$ cat src/rtl/rst_seq_pkg.sv
// Shared types and width helpers for the staged reset sequencer.
package rst_seq_pkg;

  typedef enum logic [1:0] {
    S_LOCKWAIT = 2'd0,
    S_HOLD     = 2'd1,
    S_REL      = 2'd2,
    S_RUN      = 2'd3
  } seq_state_e;

  localparam int unsigned LOSS_CNT_W = 8;

  // Bits needed to hold the values 0 .. n_vals-1 (at least one bit).
  function automatic int unsigned cnt_w(input int unsigned n_vals);
    return (n_vals < 2) ? 1 : $clog2(n_vals);
  endfunction

endpackage

$ cat src/rtl/rst_dom_hold.sv
// One domain's reset flop: follows the sequencer, plus a local soft-reset hold.
module rst_dom_hold
  import rst_seq_pkg::*;
#(
  parameter int unsigned HOLD_CYCLES = 16
) (
  input  logic w_pll_clkout1_bufgout,
  input  logic w_rst,
  input  logic seq_rst_c,
  input  logic req,
  output logic dom_rst,
  output logic dom_rst_c
);

  localparam int unsigned HOLD_W = cnt_w(HOLD_CYCLES);
  localparam logic [HOLD_W-1:0] HOLD_LAST = HOLD_W'(HOLD_CYCLES - 1);

  logic              seq_q;
  logic              act_q;
  logic              act_d;
  logic [HOLD_W-1:0] cnt_q;
  logic [HOLD_W-1:0] cnt_d;

  // Local request/hold: honoured only once the sequencer has let this domain go.
  always_comb begin
    act_d = act_q;
    cnt_d = cnt_q;
    if (seq_rst_c) begin
      act_d = 1'b0;
      cnt_d = '0;
    end else if (!seq_q && req) begin
      act_d = 1'b1;
      cnt_d = '0;
    end else if (act_q) begin
      if (cnt_q == HOLD_LAST) begin
        act_d = 1'b0;
        cnt_d = '0;
      end else begin
        cnt_d = cnt_q + HOLD_W'(1);
      end
    end
  end

  assign dom_rst_c = seq_rst_c | act_d;

  // Register the domain reset and its bookkeeping.
  always_ff @(posedge w_pll_clkout1_bufgout) begin
    if (w_rst) begin
      seq_q   <= 1'b1;
      act_q   <= 1'b0;
      cnt_q   <= '0;
      dom_rst <= 1'b1;
    end else begin
      seq_q   <= seq_rst_c;
      act_q   <= act_d;
      cnt_q   <= cnt_d;
      dom_rst <= dom_rst_c;
    end
  end

endmodule

$ cat src/rtl/rst_seq_ctrl.sv
// PLL-lock qualified, staged multi-domain reset sequencer.
module rst_seq_ctrl
  import rst_seq_pkg::*;
#(
  parameter int unsigned NUM_DOMAINS = 4,
  parameter int unsigned SYNC_STAGES = 2,
  parameter int unsigned LOCK_FILTER = 8,
  parameter int unsigned HOLD_CYCLES = 16,
  parameter int unsigned STAGE_GAP   = 8
) (
  input  logic                   SYSCLK,
  input  logic                   SYSRST,
  input  logic                   PLL_LOCKED,
  input  logic                   SOFT_RST,
  input  logic [NUM_DOMAINS-1:0] DOM_SOFT_RST,
  input  logic                   LOCK_LOSS_CLR,
  output logic [NUM_DOMAINS-1:0] DOM_RST,
  output logic                   ALL_RELEASED,
  output logic                   SEQ_BUSY,
  output logic                   LOCK_LOSS_STICKY,
  output logic [LOSS_CNT_W-1:0]  LOCK_LOSS_CNT
);

  localparam int unsigned FILT_W = cnt_w(LOCK_FILTER);
  localparam int unsigned HOLD_W = cnt_w(HOLD_CYCLES);
  localparam int unsigned GAP_W  = cnt_w(STAGE_GAP);
  localparam int unsigned STG_W  = cnt_w(NUM_DOMAINS);
  localparam logic [FILT_W-1:0] FILT_LAST = FILT_W'(LOCK_FILTER - 1);
  localparam logic [HOLD_W-1:0] HOLD_LAST = HOLD_W'(HOLD_CYCLES - 1);
  localparam logic [GAP_W-1:0]  GAP_LAST  = GAP_W'(STAGE_GAP - 1);
  localparam logic [STG_W-1:0]  STG_LAST  = STG_W'(NUM_DOMAINS - 1);

  if (NUM_DOMAINS < 1 || NUM_DOMAINS > 16) begin : g_bad_num_domains
    $error("rst_seq_ctrl: NUM_DOMAINS must be 1..16");
  end
  if (SYNC_STAGES < 2 || SYNC_STAGES > 4) begin : g_bad_sync_stages
    $error("rst_seq_ctrl: SYNC_STAGES must be 2..4");
  end
  if (LOCK_FILTER < 1 || HOLD_CYCLES < 1 || STAGE_GAP < 1) begin : g_bad_counts
    $error("rst_seq_ctrl: LOCK_FILTER, HOLD_CYCLES and STAGE_GAP must be >= 1");
  end

  seq_state_e             state_q, state_d;
  logic [SYNC_STAGES-1:0] sync_q;
  logic                   lk_s;
  logic                   loss_c;
  logic [FILT_W-1:0]      filt_q, filt_d;
  logic [HOLD_W-1:0]      hold_q, hold_d;
  logic [GAP_W-1:0]       gap_q, gap_d;
  logic [STG_W-1:0]       stage_q, stage_d;
  logic [NUM_DOMAINS-1:0] seq_rst_c;
  logic [NUM_DOMAINS-1:0] dom_rst_c;

  // PLL lock synchroniser.
  always_ff @(posedge SYSCLK) begin
    if (SYSRST) sync_q <= '0;
    else        sync_q <= {sync_q[SYNC_STAGES-2:0], PLL_LOCKED};
  end

  assign lk_s   = sync_q[SYNC_STAGES-1];
  assign loss_c = ~lk_s & (state_q != S_LOCKWAIT);

  // Sequencer state and counters.
  always_ff @(posedge SYSCLK) begin
    if (SYSRST) begin
      state_q <= S_LOCKWAIT;
      filt_q  <= '0;
      hold_q  <= '0;
      gap_q   <= '0;
      stage_q <= '0;
    end else begin
      state_q <= state_d;
      filt_q  <= filt_d;
      hold_q  <= hold_d;
      gap_q   <= gap_d;
      stage_q <= stage_d;
    end
  end

  // Next state: lock loss beats soft reset beats normal progress.
  always_comb begin
    state_d = state_q;
    filt_d  = filt_q;
    hold_d  = hold_q;
    gap_d   = gap_q;
    stage_d = stage_q;
    if (loss_c) begin
      state_d = S_LOCKWAIT;
      filt_d  = '0;
      hold_d  = '0;
      gap_d   = '0;
      stage_d = '0;
    end else if (SOFT_RST && state_q != S_LOCKWAIT) begin
      state_d = S_HOLD;
      hold_d  = '0;
      gap_d   = '0;
      stage_d = '0;
    end else begin
      case (state_q)
        S_LOCKWAIT: begin
          if (!lk_s) begin
            filt_d = '0;
          end else if (filt_q == FILT_LAST) begin
            filt_d  = '0;
            hold_d  = '0;
            state_d = S_HOLD;
          end else begin
            filt_d = filt_q + FILT_W'(1);
          end
        end
        S_HOLD: begin
          if (hold_q == HOLD_LAST) begin
            hold_d  = '0;
            gap_d   = '0;
            stage_d = STG_W'(1);
            state_d = (NUM_DOMAINS == 1) ? S_RUN : S_REL;
          end else begin
            hold_d = hold_q + HOLD_W'(1);
          end
        end
        S_REL: begin
          if (gap_q == GAP_LAST) begin
            gap_d = '0;
            if (stage_q == STG_LAST) begin
              stage_d = '0;
              state_d = S_RUN;
            end else begin
              stage_d = stage_q + STG_W'(1);
            end
          end else begin
            gap_d = gap_q + GAP_W'(1);
          end
        end
        default: ;
      endcase
    end
  end

  // Domains the sequencer holds after this edge: all until release, then those not yet reached.
  always_comb begin
    seq_rst_c = '0;
    for (int k = 0; k < int'(NUM_DOMAINS); k++) begin
      case (state_d)
        S_LOCKWAIT, S_HOLD: seq_rst_c[k] = 1'b1;
        S_REL:              seq_rst_c[k] = (STG_W'(k) >= stage_d);
        default:            seq_rst_c[k] = 1'b0;
      endcase
    end
  end

  for (genvar k = 0; k < int'(NUM_DOMAINS); k++) begin : g_dom
    rst_dom_hold #(
      .HOLD_CYCLES(HOLD_CYCLES)
    ) u_dom_hold (
      .w_pll_clkout1_bufgout(SYSCLK),
      .w_rst                (SYSRST),
      .seq_rst_c            (seq_rst_c[k]),
      .req                  (DOM_SOFT_RST[k]),
      .dom_rst              (DOM_RST[k]),
      .dom_rst_c            (dom_rst_c[k])
    );
  end

  // Status flags registered alongside the domain resets.
  always_ff @(posedge SYSCLK) begin
    if (SYSRST) begin
      ALL_RELEASED <= 1'b0;
      SEQ_BUSY     <= 1'b1;
    end else begin
      ALL_RELEASED <= ~|dom_rst_c;
      SEQ_BUSY     <= (state_d != S_RUN);
    end
  end

  // Lock-loss statistics; a new loss wins over a same-cycle clear.
  always_ff @(posedge SYSCLK) begin
    if (SYSRST) begin
      LOCK_LOSS_STICKY <= 1'b0;
      LOCK_LOSS_CNT    <= '0;
    end else if (loss_c) begin
      LOCK_LOSS_STICKY <= 1'b1;
      if (LOCK_LOSS_CLR)        LOCK_LOSS_CNT <= LOSS_CNT_W'(1);
      else if (~&LOCK_LOSS_CNT) LOCK_LOSS_CNT <= LOCK_LOSS_CNT + LOSS_CNT_W'(1);
    end else if (LOCK_LOSS_CLR) begin
      LOCK_LOSS_STICKY <= 1'b0;
      LOCK_LOSS_CNT    <= '0;
    end
  end

endmodule

$ cat config.mk
export PLATFORM = sky130hd
export DESIGN_NAME = rst_seq_ctrl
export DESIGN_NICKNAME = d
export VERILOG_FILES = /design/src/rtl/rst_seq_pkg.sv /design/src/rtl/rst_dom_hold.sv /design/src/rtl/rst_seq_ctrl.sv
export SDC_FILE = /design/constraint.sdc
export NUM_CORES = 1
export LEC_CHECK = 0
export BUFFER_PORTS_ARGS = -buffer_cell sky130_fd_sc_hd__buf_2
export CORE_ASPECT_RATIO = 1.2
export CORE_MARGIN = 2
export CORE_UTILIZATION = 53
export CTS_BUF_LIST = sky130_fd_sc_hd__clkbuf_8
export CTS_CLUSTER_SIZE = 24
export DETAILED_ROUTE_END_ITERATION = 12
export GPL_TIMING_DRIVEN = 0
export PLACE_DENSITY_LB_ADDON = 0.15
export SYNTH_ARGS = -nofsm -noshare
export SYNTH_HDL_FRONTEND = slang
export SYNTH_HIERARCHICAL = 1
export SYNTH_SLANG_ARGS = --single-unit
$ cat constraint.sdc
create_clock -name SYSCLK -period 3.15 [get_ports SYSCLK]
set_clock_uncertainty 0.2 [all_clocks]
set_input_delay 0.315 -clock SYSCLK [delete_from_list [all_inputs] [get_ports SYSCLK]]
set_output_delay 0.315 -clock SYSCLK [all_outputs]
set_load 0.005 [all_outputs]
==> metrics.md <==
| Metric | Value |
|---|---|
| Post-DP HPWL | `3.44 mm` |
| Max-capacitance violation count | `0` |
| Clock transition at path regs | `0.10 ns` |
| Nets | `348` |
| Vias in the first global route | `1934` |
| Fmax | `348 MHz` |
| Worst min path class | `input pin to register` |
| Layout cells sized above 1 | `14.2%` |
| Internal power | `884 uW` |
| Final Hold Fails | `0` |
| Power Density | `389 nW/um2` |
| Multi-input logic area | `1420 um2` |
| Largest net degree at the start of global routing | `18` |
| Vias | `2065` |
| Overflow after GRT | `0` |
| Final WL | `4.62 mm` |
| Mean Syn Cell Area | `8.88 um2` |
| TritonRoute pass-1 iters | `4` |
| Cell Count, Final, Fillers Out | `382` |
| Unrepaired setup endpoints after global routing | `false` |
| Switching part of the total | `21.4%` |
| # rows | `27` |
| Htree depth | `2` |
| Worst vdd ir | `0.194 mV` |
| Die Area | `5490 um2` |
| Critical Path RT | `3.21 ns` |
| Yosys top cell area share | `42.3%` |
| Worst path buffer plus inverter count | `2` |
| Setup TNS | `0 ns` |
| Synthesized instance count | `293` |
| TritonCTS clock tree | `yes` |
| Setup Fix Bufs, Post-CTS | `0` |
| Ys flop type | `dfxtp_1` |
| DRT antenna net count | `0` |
| Final setup viols | `0` |
| Area delta synth->final | `11.0%` |
| Cell-by-cell trace of the critical path | `inv_1, ha_1, buf_1, o221a_2, a31oi_1, o21ai_0, nand2b_1, or4_1, nor2_1` |
| P_leak | `0.00103 uW` |
| GRT Util Overall | `19.0%` |
| Critical path fanouts, max | `10` |
| Register area share after synthesis | `42.3%` |
| Mapped Area | `2600 um2` |
| Routed len/inst | `12.1 um` |
| Clock Power Share | `36.4%` |
| Initial core utilization | `55.8%` |
| Die Wd | `68.0 um` |
| Io pins | `24` |
| Clk sinks | `55` |
| Min Clock Period, post-route | `2.87 ns` |
| Slew Viols, Final | `0` |
| Remaining DRCs | `0` |
| Critical path type | `register to register` |
| Synth area leaders | `dfxtp_1 (42%), ha_1 (7.7%), mux2i_1 (5.4%)` |
| Slew headroom | `69.4%` |
| Post-Syn Nets | `318` |
| Clock tree buffer depth | `2` |
| Yosys reg bits | `55` |
| Comb pwr share | `1.5%` |
| Synth warn | `6` |
| Status | `finished, final reports clean` |
| RD Place Congestion | `0.737` |
| Critical path's largest stage delay | `0.53 ns` |
| Post-Place Worst Slack | `0.281 ns` |
| Crit path DAT | `2.93 ns` |
| Share of power burned in registers | `62.0%` |
| CP delay by family, top | `compound AO/OA/AOI/OAI gates` |
| Synth cell types | `45` |
| EDFF count, synth | `0` |
| First-pass GRT wire length | `8.14 mm` |
| Post-CTS sizing | `0` |
| Diodes inserted | `0` |
| Worst Tran Pin Value | `0.460 ns` |
| Slowest-stage cell, CP | `or4_1` |
| Register area | `1100 um2` |
| Number of DRC markers in iteration 0 | `92` |
| Clk root buf | `clkbuf_8` |
| Core Area | `4660 um2` |
| # fillers | `416` |
| DIE HEIGHT | `80.7 um` |
| Clock Latency Late Sink | `0.31 ns` |
| Switching pwr | `240 uW` |
| Hold WS | `0.00958 ns` |
| Initial antenna violation count | `0` |
| Synth area leader | `dfxtp_1` |
| PortBufs | `23` |
| Final setup margin | `0.276 ns` |
| Post-CTS Hold Buffers | `0` |
| CP Capture Type | `register` |
| Via density per instance | `5.41` |
| Post-synthesis async set-or-reset flop share | `0%` |
| Total CTS buffers | `5` |
| Post-Place Cells | `374` |
| Final period utilization | `91.2%` |
| Worst setup SP type | `register` |
## stage by stage
| step | total power [uW] | util (%) | area [um2] |
|---|---|---|---|
| 2_1_floorplan | 722 | - | 2600 |
| 3_3_place_gp | 731 | 59.8 | 2790 |
| 3_5_place_dp | 731 | 59.8 | 2790 |
| 4_1_cts | 1140 | 61.9 | 2890 |
| 5_1_grt | 1160 | 61.9 | 2890 |
| 6_report | 1120 | 61.9 | 2890 |
## registers in the layout, indices dropped and copies added, names as in the netlist, 2 cells and up
name                      count
g_dom.u_dom_hold/cnt_q       16
LOCK_LOSS_CNT                 8
g_dom.u_dom_hold/act_q        4
g_dom.u_dom_hold/dom_rst      4
g_dom.u_dom_hold/seq_q        4
hold_q                        4
filt_q                        3
gap_q                         3
stage_q                       2
state_q                       2
sync_q                        2
## power by group through the flow
stage	clock network [uW]	registers [uW]	logic (uW)
CTS	421	698	17.7
global placement	0	714	17.3
finish	409	697	17.3
global route	440	698	19.6
floorplan	0	713	8.82
detailed placement	0	714	17.6
## Yosys cell counts, types with 3 or more instances
| master | n |
|---|---|
| a21oi_1 | 27 |
| a22oi_1 | 3 |
| a31oi_1 | 6 |
| a41oi_1 | 4 |
| and3_1 | 3 |
| clkbuf_1 | 3 |
| dfxtp_1 | 55 |
| ha_1 | 16 |
| inv_1 | 11 |
| mux2i_1 | 14 |
| nand2_1 | 19 |
| nand2_2 | 4 |
| nand2b_1 | 10 |
| nand3_1 | 10 |
| nand3b_1 | 3 |
| nor2_1 | 34 |
| nor2b_1 | 11 |
| o21ai_0 | 13 |
| o31ai_1 | 4 |
| or2_2 | 4 |
| or3_1 | 5 |
| xor2_1 | 4 |
## path summary, 6_finish.rpt
check	to	slack, ns	start	cells past startpoint
worst max-delay path	ALL_RELEASED$_SDFF_PP0_	0.28	state_q[0]$_SDFF_PP0_	9
worst min-delay path	sync_q[0]$_SDFF_PP0_	0.01	PLL_LOCKED	2
worst max register to register	ALL_RELEASED$_SDFF_PP0_	0.28	state_q[0]$_SDFF_PP0_	9
worst min register to register	sync_q[1]$_SDFF_PP0_	0.25	sync_q[0]$_SDFF_PP0_	1
## metal layers
metal  GRT usage [%]  routed length (um)  vias to the layer above
li1                -                   -                     1100
met1            23.5                2210                      934
met2            32.4                2200                       25
met3            4.16                 148                        6
met4            6.00                  64                        0
met5               0                   0                        -
## cells by family after synthesis
group           after synthesis  share of synthesized area (%)
simple gates                118                           23.9
compound gates               66                           15.6
flops                        55                           42.3
buf+inv                      18                           2.98
fa+ha+maj                    16                           7.70
mux                          15                           5.82
xor+xnor                      5                           1.68
## cells in the final DEF (no fill, tap or decap), types with 2 or more instances in the layout
master and instances:
or2_2 4, clkbuf_1 3, buf_2 25, xor2_1 4
and3_1 3, a211oi_1 2, a311oi_1 2, nand2_2 4
inv_1 11, and4_1 2, mux2i_1 14, o31ai_1 4
a22oi_1 3, nand3b_1 3, a31oi_1 6, nand4b_1 2
a21oi_1 27, or3_1 5, nand2b_1 10, a41oi_1 4
dfxtp_1 55, nand2_1 19, clkbuf_8 6, nor2b_1 11
o21ai_0 13, ha_1 16, or4_1 2, nand3_1 10
nand4_1 2, nor2_1 34
## worst reg2reg max path, stage by stage (launching register included)
cell      delay [ns]
dfxtp_1         0.43
inv_1           0.11
ha_1            0.26
buf_1           0.24
o221a_2         0.35
a31oi_1         0.26
o21ai_0         0.18
nand2b_1        0.17
or4_1           0.53
nor2_1          0.09
## layout make-up
class	count	share of cell area, %
repair buffers	23	3.99
flip-flops and latches	55	38.1
plain buffers	7	1.26
inverters	11	1.43
well taps	58	2.51
clock buffers	6	2.86
multi-input cells	220	49.3
clock inverters	2	0.563
No activity file was read; power rests on OpenSTA's default activity.
